File: config.mk
export PLATFORM = sky130hd
export DESIGN_NAME = siso_shift_arbiter
export DESIGN_NICKNAME = d
export VERILOG_FILES = /design/src/rtl/siso_shift_arbiter.sv
export SDC_FILE = /design/constraint.sdc
export NUM_CORES = 1
export LEC_CHECK = 0
export BUFFER_PORTS_ARGS = -buffer_cell sky130_fd_sc_hd__buf_2
export CELL_PAD_IN_SITES_DETAIL_PLACEMENT = 0
export CELL_PAD_IN_SITES_GLOBAL_PLACEMENT = 1
export CORE_ASPECT_RATIO = 1.75
export CORE_MARGIN = 5
export CORE_UTILIZATION = 38
export DETAILED_ROUTE_END_ITERATION = 8
export GPL_TIMING_DRIVEN = 1
export PLACE_DENSITY = 0.82
export SYNTH_ARGS = -nofsm -noshare
export SYNTH_HDL_FRONTEND = slang
export SYNTH_SLANG_ARGS = --single-unit
File: constraint.sdc
create_clock -name Clk_In -period 3.7 [get_ports Clk_In]
set_clock_uncertainty 0.1 [all_clocks]
set_input_delay 0.37 -clock Clk_In [delete_from_list [all_inputs] [get_ports Clk_In]]
set_output_delay 0.37 -clock Clk_In [all_outputs]
set_load 0.01 [all_outputs]
File: src/rtl/siso_shift_arbiter.sv
// rtl/siso_shift_arbiter.sv - round-robin arbiter feeding one MSB-first serial shift path
//
// Purpose: NUM_REQ producers compete for a single DATA_WIDTH-bit serializer.
// The arbiter grants round-robin, captures the winner's word on a valid/ready
// handshake, shifts it out MSB-first one bit per clock, then forces GAP_CYCLES
// idle cycles before arbitrating again.
//
// Ports:
//   Clk_In            rising-edge clock
//   Reset_In          asynchronous active-low reset
//   Req_Valid_In      per-requester word valid
//   Req_Data_In       word k at [k*DATA_WIDTH +: DATA_WIDTH]
//   Req_Ready_Out     one-hot accept, only while idle
//   Serial_Data_Out   serial bit, MSB first, 0 outside a frame
//   Frame_Active_Out  high while Serial_Data_Out carries a bit
//   Grant_Id_Out      requester owning the current (or last) frame
//   Done_Out          one-cycle pulse in the cycle after the last bit
module siso_shift_arbiter #(
    parameter int DATA_WIDTH = 8,
    parameter int NUM_REQ    = 4,
    parameter int GAP_CYCLES = 1
) (
    input  logic                          Clk_In,
    input  logic                          Reset_In,
    input  logic [NUM_REQ-1:0]            Req_Valid_In,
    input  logic [NUM_REQ*DATA_WIDTH-1:0] Req_Data_In,
    output logic [NUM_REQ-1:0]            Req_Ready_Out,
    output logic                          Serial_Data_Out,
    output logic                          Frame_Active_Out,
    output logic [$clog2(NUM_REQ)-1:0]    Grant_Id_Out,
    output logic                          Done_Out
);

    localparam int IW = $clog2(NUM_REQ);
    localparam int CW = $clog2(DATA_WIDTH);
    localparam int GW = (GAP_CYCLES > 1) ? $clog2(GAP_CYCLES) : 1;

    localparam logic [CW-1:0] CNT_LAST = CW'(DATA_WIDTH - 1);
    localparam logic [GW-1:0] GAP_LAST = GW'((GAP_CYCLES > 0) ? GAP_CYCLES - 1 : 0);
    localparam logic [IW-1:0] PTR_LAST = IW'(NUM_REQ - 1);

    typedef enum logic [1:0] {
        ST_IDLE  = 2'd0,
        ST_SHIFT = 2'd1,
        ST_GAP   = 2'd2
    } state_e;

    state_e                 state_q, state_d;
    logic [DATA_WIDTH-1:0]  shreg_q, shreg_d;
    logic [CW-1:0]          cnt_q, cnt_d;
    logic [GW-1:0]          gap_q, gap_d;
    logic [IW-1:0]          ptr_q, ptr_d;
    logic [IW-1:0]          grant_q, grant_d;
    logic                   done_q, done_d;

    logic [DATA_WIDTH-1:0]  req_word [NUM_REQ];
    logic                   win_found;
    logic [IW-1:0]          win_id;
    logic [IW:0]            cand;
    logic                   accept;

    genvar g;
    generate
        for (g = 0; g < NUM_REQ; g++) begin : g_unpack
            assign req_word[g] = Req_Data_In[g*DATA_WIDTH +: DATA_WIDTH];
        end
    endgenerate

    // Rotating priority search starting at the pointer. The candidate carries
    // one extra bit so pointer+i never overflows before the modulo fold.
    always_comb begin
        win_found = 1'b0;
        win_id    = '0;
        cand      = '0;
        for (int i = 0; i < NUM_REQ; i++) begin
            cand = {1'b0, ptr_q} + (IW+1)'(i);
            if (cand >= (IW+1)'(NUM_REQ)) begin
                cand = cand - (IW+1)'(NUM_REQ);
            end
            if (!win_found && Req_Valid_In[cand[IW-1:0]]) begin
                win_found = 1'b1;
                win_id    = cand[IW-1:0];
            end
        end
    end

    assign accept = (state_q == ST_IDLE) && win_found;

    // Ready is gated by the reset input so nothing is offered while the
    // block is held in reset, even though the state already reads idle.
    always_comb begin
        Req_Ready_Out = '0;
        if (accept && Reset_In) begin
            Req_Ready_Out[win_id] = 1'b1;
        end
    end

    always_comb begin
        state_d = state_q;
        shreg_d = shreg_q;
        cnt_d   = cnt_q;
        gap_d   = gap_q;
        ptr_d   = ptr_q;
        grant_d = grant_q;
        done_d  = 1'b0;
        case (state_q)
            ST_IDLE: begin
                if (accept) begin
                    shreg_d = req_word[win_id];
                    grant_d = win_id;
                    ptr_d   = (win_id == PTR_LAST) ? '0 : win_id + 1'b1;
                    cnt_d   = '0;
                    state_d = ST_SHIFT;
                end
            end
            ST_SHIFT: begin
                shreg_d = {shreg_q[DATA_WIDTH-2:0], 1'b0};
                if (cnt_q == CNT_LAST) begin
                    done_d  = 1'b1;
                    gap_d   = '0;
                    state_d = (GAP_CYCLES == 0) ? ST_IDLE : ST_GAP;
                end else begin
                    cnt_d = cnt_q + 1'b1;
                end
            end
            ST_GAP: begin
                if (gap_q == GAP_LAST) begin
                    state_d = ST_IDLE;
                end else begin
                    gap_d = gap_q + 1'b1;
                end
            end
            default: begin
                state_d = ST_IDLE;
            end
        endcase
    end

    always_ff @(posedge Clk_In or negedge Reset_In) begin
        if (!Reset_In) begin
            state_q <= ST_IDLE;
            shreg_q <= '0;
            cnt_q   <= '0;
            gap_q   <= '0;
            ptr_q   <= '0;
            grant_q <= '0;
            done_q  <= 1'b0;
        end else begin
            state_q <= state_d;
            shreg_q <= shreg_d;
            cnt_q   <= cnt_d;
            gap_q   <= gap_d;
            ptr_q   <= ptr_d;
            grant_q <= grant_d;
            done_q  <= done_d;
        end
    end

    // Serial output is qualified by the frame strobe so it reads 0 outside a
    // frame, including immediately when reset aborts a frame.
    assign Frame_Active_Out = (state_q == ST_SHIFT);
    assign Serial_Data_Out  = Frame_Active_Out & shreg_q[DATA_WIDTH-1];
    assign Grant_Id_Out     = grant_q;
    assign Done_Out         = done_q;

endmodule

# --- Word level (Yosys, flattened, before mapping) ---
# Index checks and enable logic that the tools add are counted.
totals:
  register_bits: 19
  latchBits: 0
  ram_bits: 0
  romBits: 0
  in_bits: 38
  out_inout_bits: 9
  elab_cells: 96
  memories: 0
op_classes:
  add_sub_neg: 10
  mul: 0
  div_mod_pow: 0
  magnitude_cmp: 11
  n_eq_ne: 8
  n_shift: 0
  n_mux: 41
  n_bitwise: 2
  n_reduce_logical: 17
ops:
  columns: ["cell", "count"]
  rows:
  - ["2-to-1 mux 2 bit", 12]
  - ["2-to-1 mux 8 bit", 3]
  - ["binary-select mux 8 bit (select 2 bit)", 1]
  - ["case mux 8 bit (2 select lines)", 1]
  - ["less-than comparator 2 x 3 -> 1 bit, second input constant", 5]
  - ["2-to-1 mux 1 bit", 13]
  - [">= comparator 3 bit, second input constant", 4]
  - ["binary-select mux 1 bit (select 2 bit)", 4]
  - ["subtractor 2 x 1 -> 2 bit, second input constant", 4]
  - ["adder 2 x 2 -> 3 bit, second input constant", 2]
  - ["logical AND 1 bit", 6]
  - ["2-to-1 mux 3 bit", 2]
  - ["inequality test 2 bit, second input constant", 3]
  - ["case mux 2 bit (3 select lines)", 1]
  - ["case mux 3 bit (2 select lines)", 1]
  - ["AND reduction 2 bit", 3]
  - ["AND reduction 3 bit", 2]
  - ["equality test 2 bit, second input constant", 2]
  - ["2-to-1 mux 4 bit", 1]
  - ["nonzero test 2 bit", 2]
  - ["adder 2 x 1 -> 3 bit, second input constant", 1]
  - ["adder 3 x 1 -> 3 bit, second input constant", 1]
  - ["equality test 3 bit, second input constant", 1]
  - [">= comparator 2 x 3 -> 1 bit, second input constant", 1]
  - ["other kinds (11)", 13]

# --- Longest topological paths before layout ---
# Gate-level depths: netlist of the first run.
depth:
  ltp_word: 20
  depth_mapped: 7
  mapped_depth_nobuf: 6

# --- Worst setup path before layout of the first run ---
# OpenSTA, ideal clock, no wires.
synth_path:
  path_kind: "register to output"
  start: "register ptr_q[1]"
  end: "output port Req_Ready_Out[0]"
  arrival_ns: 1.661
  t_required_ns: 3.230
  setup_slack_ns: 1.569
  stages_incl_launch_ff: 8
  path_buffers: 1
  path_cell_list: "dfrtp_1 -> and2_1 -> o211a_1 -> nor2_4 -> buf_6 -> inv_1 -> ha_1 -> and3_1"
synth_between:
  elab_chain_cells: 19
  elab_cells_between_ends: 45
  cone_classes: "add/sub: 7; order compare: 6; mux: 23; reduce/logical: 9"
synth_lines:
  columns: ["element", "line_no", "text"]
  rows:
  - ["from (decl)", "52", "logic [IW-1:0] ptr_q, ptr_d;"]
  - ["from (signal assigned)", "153", "ptr_q <= ptr_d;"]
  - ["parallel branches: the longest is 13 deep, another holds adder 2 x 1 -> 3 bit", null, null]
  - ["2-to-1 mux 2 bit (*)", "80", "if (!win_found && Req_Valid_In[cand[IW-1:0]]) begin"]
  - ["net win_id[1]", "58", "logic [IW-1:0] win_id;"]
  - ["less-than comparator 2 x 3 -> 1 bit (implied by the code) / >= comparator 2 x 1 -> 1 bit (equally long branches)", "94", "Req_Ready_Out[win_id] = 1'b1;"]
  - ["logical AND 1 bit (implied by the code)", "94", null]
  - ["2-to-1 mux 1 bit (implied by the code)", "94", null]
  - ["demux 1 bit (select 2 bit) (*)", "94", null]
  - ["2-to-1 mux 4 bit (*)", "93", "if (accept && Reset_In) begin"]
  - ["to (decl)", "27", "output logic [NUM_REQ-1:0] Req_Ready_Out,"]
# Mark *: on every way through the listed nets, which the timed path passes. The select of a mux whose other input is x is not followed.

# --- Final worst setup path of the first run ---
layout_path:
  start: "register ptr_q[1]"
  end: "output port Req_Ready_Out[1]"
layout_between:
  elab_chain_cells: 19
  elab_cells_between_ends: 45
  cone_classes: "add/sub: 7; order compare: 6; mux: 23; reduce/logical: 9"
layout_lines:
  columns: ["element", "line_no"]
  rows:
  - ["parallel branches: the longest is 18 deep, another holds adder 2 x 1 -> 3 bit", null]
  - ["2-to-1 mux 4 bit (*)", "93"]
# Every way passes the cells marked *. The select of a mux whose other input is x is not followed.

==> results of run 1 <==
[worst reg2reg max path, cell delays in order, from the launching register on]
cell and delay, ns:
dfrtp_1 0.45, and2_1 0.20, o211a_1 0.29, nor2_4 0.46, mux2i_1 0.27, o221ai_1 0.14
[metal layers]
| layer | part of all wire | global-route usage | vias to the layer above |
|---|---|---|---|
| met4 | 0.012 | 0.0465 | 0 |
| met1 | 0.38 | 0.150 | 521 |
| li1 | - | - | 540 |
| met2 | 0.56 | 0.268 | 31 |
| met5 | 0 | 0 | - |
| met3 | 0.049 | 0.0215 | 4 |
[stage by stage]
stage	cell area [um2]	setup WS [ns]	hold slack, ns
after global routing	1510	0.766	0.358
final	1510	0.937	0.339
after detailed placement	1440	1.17	0.253
after floorplan	1190	1.57	-0.0256
after CTS	1510	0.908	0.342
after global placement	1440	1.24	0.237
[cell usage after synthesis, drive strengths merged (2+ instances only)]
| master | instances | area [um2] |
|---|---|---|
| a21o | 4 | 30.0 |
| a21oi | 3 | 15.0 |
| a22oi | 4 | 30.0 |
| and2 | 4 | 25.0 |
| and3 | 7 | 43.8 |
| buf | 3 | 27.5 |
| dfrtp | 18 | 450 |
| ha | 6 | 75.1 |
| inv | 5 | 18.8 |
| mux2i | 13 | 130 |
| nand2 | 12 | 45.0 |
| nand2b | 4 | 32.5 |
| nand3 | 6 | 30.0 |
| nor2 | 2 | 15.0 |
| o211ai | 4 | 30.0 |
| o21ai | 7 | 35.0 |
| o221ai | 4 | 35.0 |
[power breakdown]
part / internal [mW] / switching (mW) / total (mW)
logic: 0.221 / 0.275 / 0.496
clock network: 0.0944 / 0.0630 / 0.157
registers: 0.286 / 0.0576 / 0.344
total: 0.601 / 0.395 / 0.997
[how the worst max path moves through the flow]
| stage | end |
|---|---|
| 2_1_floorplan | Req_Ready_Out[0] |
| 3_3_place_gp | Req_Ready_Out[1] |
| 3_5_place_dp | Req_Ready_Out[1] |
| 4_1_cts | Req_Ready_Out[1] |
| 5_1_grt | Req_Ready_Out[1] |
| 6_report | Req_Ready_Out[1] |
[logic make-up (layout without fill, tap and decap cells)]
logic type,after synthesis,count (layout),synth area share
buffers and inverters,9,56,0.0421
multiplexers,14,14,0.119
AO/OA/AOI/OAI,33,33,0.201
adder cells (fa/ha/maj),6,6,0.0631
AND/OR/NAND/NOR,41,41,0.197
flip-flops,18,18,0.379
[state kept, by name, indices dropped and copies added, names as in the netlist]
register	count
ptr_q	2
shreg_q	8
Done_Out	1
cnt_q	3
Grant_Id_Out	2
state_q	2
[cell type report]
cell class                      instances  area (um2)  share of cell area
Tap cell                               43        53.8              0.0357
Sequential cell                        18         450               0.299
Timing Repair Buffer                   47         240               0.159
Inverter                                5        18.8              0.0124
Multi-Input combinational cell         94         689               0.457
Clock buffer                            4        55.1              0.0365
==> impl_results.md, run 1 <==
* HP Start: Req_Data_In[13]
* Layout cells sized above 1 at 0.333
* CP Launch Point: ptr_q[1]
* R2R depth at 5
* Fin. Hold Viols at 0
* Final RePlAce weighted congestion at around 0.78
* # rows at 27
* Cell count after synthesis at approximately 120
* Largest net degree at the start of global routing at 23
* Num CTS Buffers at 3
* Hold path cells at 3
* Worst-Margin Slew at ~0.6 ns
* Core Area at between 3000 and 4000 um2
* Starting Density at 0.387
* Mean post-synth cell area at around 10 um2
* Ant diodes at 0
* TritonCTS clock tree: yes
* Required @ worst endpoint at 3.23 ns
* Top cell family by delay on the critical path: simple AND/OR/NAND/NOR gates
* GRT Total Usage at 0.142
* Dominant synthesized flop cell: dfrtp_1
* Worst Hold End: shreg_q[5]
* Fin crit share at 0.747
* Resized cells post-CTS at 0
* Post-synthesis cell type count at 35
* Worst vdd ir at between 400 and 500 uV
* Crit Path Class: reg2out
* Post-CTS Setup Inserts at 0
* H-tree levels at 1
* Routed Antenna Nets at 0
* Most frequent cells in the layout: 46 x buf_2, 18 x dfrtp_1, 13 x mux2i_1
* Die Footprint at 4390 um2
* F_max at between 300 and 400 MHz
* Via count at roughly 1100
* Clock sink total at 18
* Via/cell ratio at between 5 and 6
* Total of max-cap violations at 0
* # fillers at 296
* # DRC at 0
* Vias in the first global route at 1206
* Max_slew headroom at 0.596
* Overflow after GRT at 0
* Final setup TNS at 0 ns
* Clock Tree Root: clkbuf_8
* Fin. max-slew vios at 0
* Final setup viols at 0
* Post-Route WL at 2930 um
* Layout net count at between 200 and 250
* IO Pins at 47
* Reg clk slew, reported paths at about 0.07 ns
* Drt initial violations at 30
* Worst-path cell chain: and2_1, o211a_1, nor2_4, inv_1, ha_1, and3_1, buf_2
* Global-route wire length before repair at approximately 5000 um
* End of the worst register-to-register path: shreg_q[4]
* Port Buf Inserts at 46
* DP HPWL at between 2000 and 2500 um
* EDFF count, synth at 0
* Cell Area, Synth at between 1000 and 1500 um2
* Synthesized Nets at ~170
* Most common cell after layout, fill and taps aside: buf_2
* Asr flop ratio synth at 1.00
* Initial antenna violation count at 0
* P per Cell Area at roughly 660 nW/um2
* Chip width at around 52 um
* Status: finished, final reports clean
* Total stage count of the critical path at 7
* Worst R2R Start: ptr_q[1]
* RSZ-0062 raised after global routing: false
* R2R setup slack at around 1.7 ns
* Minimum clock period at roughly 2.8 ns
* Total power at 997 uW
* Worst EP arrival at 2.29 ns
* Area Overhead vs Synth at 26.7%
* Peak fanout along the critical path at 16
* Worst min path class: in2reg
* Hold buffers post-CTS at 1
* Die height at approximately 84 um
* Pleak at approximately 0.8 nW
* Post-Layout Cell Count at between 200 and 250
* Drt first pass iters at 4
* Final Core Density at 0.490
* Buf/Inv on CP at 2
* Skew-Pair Late Insertion Delay at around 0.25 ns
* Sequential fraction of the synthesis area at 0.379
* Clk buf depth at 2
* Drt wl/cell at around 14 um
* Post-synthesis register bit count at 18
* Crit-path max cell delay at 0.46 ns
* Setup crit end kind: primary output
* Critical path's slowest cell: nor2_4
* Placed cell count at between 200 and 250
* Worst Setup Start Kind: flip-flop
* Synth Warn # at 0
Note: power is estimated with default switching activity, not from simulation.
==> run 2: changes to the inputs <==
CORE_UTILIZATION = 35   (was 38)
PLACE_DENSITY = 0.76   (was 0.82)
clock period = 2.7 ns   (was 3.7 ns; I/O delays follow)
==> run 2 against run 1 <==
First-iteration DRC count down 67%. Final area up 0.66%. Die area increased by 7.2%. Core utilization decreased by 3.4 points. Power rose by 38%. Sequential power increased by 37%. Clock power is 39% higher. Critical path depth is the same. Register-to-register slack got worse by 0.92 ns. Highest routed layer unchanged.
==> impl_results.md, run 2 (same netlist as run 1, synthesis figures left out) <==
* Status: finished, final reports clean
* Via/cell ratio at a little over 5
* Total power at 1.37 mW
* Num CTS Buffers at 3
* Most common cell after layout, fill and taps aside: buf_2
* # DRC at 0
* Worst Setup Start Kind: flip-flop
* Crit Path Class: reg2out
* Final setup TNS at 0 ns
* P per Cell Area at 904 nW/um2
* Worst min path class: in2reg
* Setup crit end kind: primary output
* Required @ worst endpoint at around 2.3 ns
* Hold buffers post-CTS at 1
* Fin. Hold Viols at 0
* Drt initial violations at 10
* Design Area, Final at roughly 1500 um2
* Fin. max-slew vios at 0
* Drt wl/cell at 13.8 um
* Worst EP arrival at approximately 1.9 ns
* # rows at 28
* Crit-path max cell delay at around 0.44 ns
* Post-Route WL at ~2900 um
* Area Overhead vs Synth at 27.6%
* Resized cells post-CTS at 0
* Via count at approximately 1100
* Critical path's slowest cell: dfrtp_1
* GR Util met3 at 0.0223
* TritonCTS clock tree: yes
* Starting Density at 0.358
* Pleak at just over 0.8 nW
* RSZ-0062 raised after global routing: false
* Worst vdd ir at ~410 uV
* F_max at between 400 and 500 MHz
* Layout net count at roughly 210
* Post-route setup slack at 0.425 ns
* GR Util met2 at 0.248
* Clock Tree Root: clkbuf_8
* Clk buf depth at 2
* Drt first pass iters at 2
* Post-CTS Setup Inserts at 0
* Biggest regs: shreg_q (8), cnt_q (3)
* Most frequent cells in the layout: 46 x buf_2, 18 x dfrtp_1, 13 x mux2i_1
* Fin crit share at 0.843
* Final RePlAce weighted congestion at a little under 0.8
* Skew-Pair Late Insertion Delay at 0.25 ns
* Ant diodes at 0
* Initial antenna violation count at 0
* Worst-path cell chain: and2_1, o211a_1, nor2_4, inv_1, ha_1, and3_1, buf_2
* Global-route wire length before repair at roughly 4800 um
* Chip width at ~54 um
* Global route hottest layer: met2
* Minimum clock period at 2.28 ns
* DP HPWL at about 2400 um
* Overflow after GRT at 0
* Clock sink total at 18
* Routed Antenna Nets at 0
* GRT Total Usage at 0.138
* Layout cells sized above 1 at 0.337
* Met1 Usage GRT at 0.143
* Reg clk slew, reported paths at about 0.070 ns
* Largest net degree at the start of global routing at 23
* # fillers at approximately 340
* Total of max-cap violations at 0
* Port Buf Inserts at 46
* Worst-Margin Slew at between 0.5 and 0.6 ns
* Top reg by flops: shreg_q
* Die Footprint at roughly 4700 um2
* Core Area at 3330 um2
* Dpl ws at 0.695 ns
* IO Pins at 47
* H-tree levels at 1
* Vias in the first global route at about 1100
* Max_slew headroom at 0.618
* Largest register FFs at 8
* Placed cell count at approximately 210
* DP Area at between 1000 and 1500 um2
* Die height at a little under 90 um
* Post-Layout Cell Count at around 210
* Final setup viols at 0
* Peak fanout along the critical path at 7
==> run 2: changes by cell type in the layout (fill, tap and decap cells not counted) <==
| cell | before | now |
|---|---|---|
| buf_4 | 0 | 1 |
==> run 2: metrics by stage <==
step	util	hold slack, ns
final	0.456	0.231
after detailed placement	0.436	0.140
after floorplan	-	-0.126
after global placement	0.436	0.137
after global routing	0.456	0.236
after CTS	0.456	0.230
==> run 2: power by group <==
group,total [mW],switching [mW],internal (mW)
Sequential,0.470,0.0778,0.392
Combinational,0.683,0.375,0.308
Clock,0.218,0.0888,0.130
==> run 2: worst max-delay path, delay by kind of cell, from the launching register on <==
family	cells	cell delay [ns]
AND/OR/NAND/NOR	3	0.52
flip-flops	1	0.44
AO/OA/AOI/OAI	1	0.28
buffers and inverters	2	0.22
adder cells (fa/ha/maj)	1	0.18
==> run 2: worst paths after layout <==
check | end | start | slack [ns] | cells past startpoint
min in group asynchronous | cnt_q[2] | Reset_In | 0.39 | 2
worst min register to register | Grant_Id_Out[0] | Grant_Id_Out[0] | 0.38 | 2
worst max register to register | shreg_q[5] | ptr_q[1] | 0.75 | 6
worst min-delay path | shreg_q[2] | Req_Data_In[10] | 0.23 | 3
max in group asynchronous | shreg_q[1] | Reset_In | 1.80 | 2
worst max-delay path | Req_Ready_Out[0] | ptr_q[1] | 0.42 | 7
==> run 2: final cells by class <==
type	instances	area, um2	share of cell area
inverter	5	18.8	0.0124
sequential	18	450	0.297
multi-input combinational	94	689	0.454
clock buffer	4	55.1	0.0363
tap	45	56.3	0.0371
timing repair buffer	48	248	0.163
==> run 2: metal layers <==
metal / part of all wire / vias to the layer above
li1: - / 545
met1: 0.37 / 507
met2: 0.55 / 28
met3: 0.055 / 7
met4: 0.029 / 0
met5: 0 / -
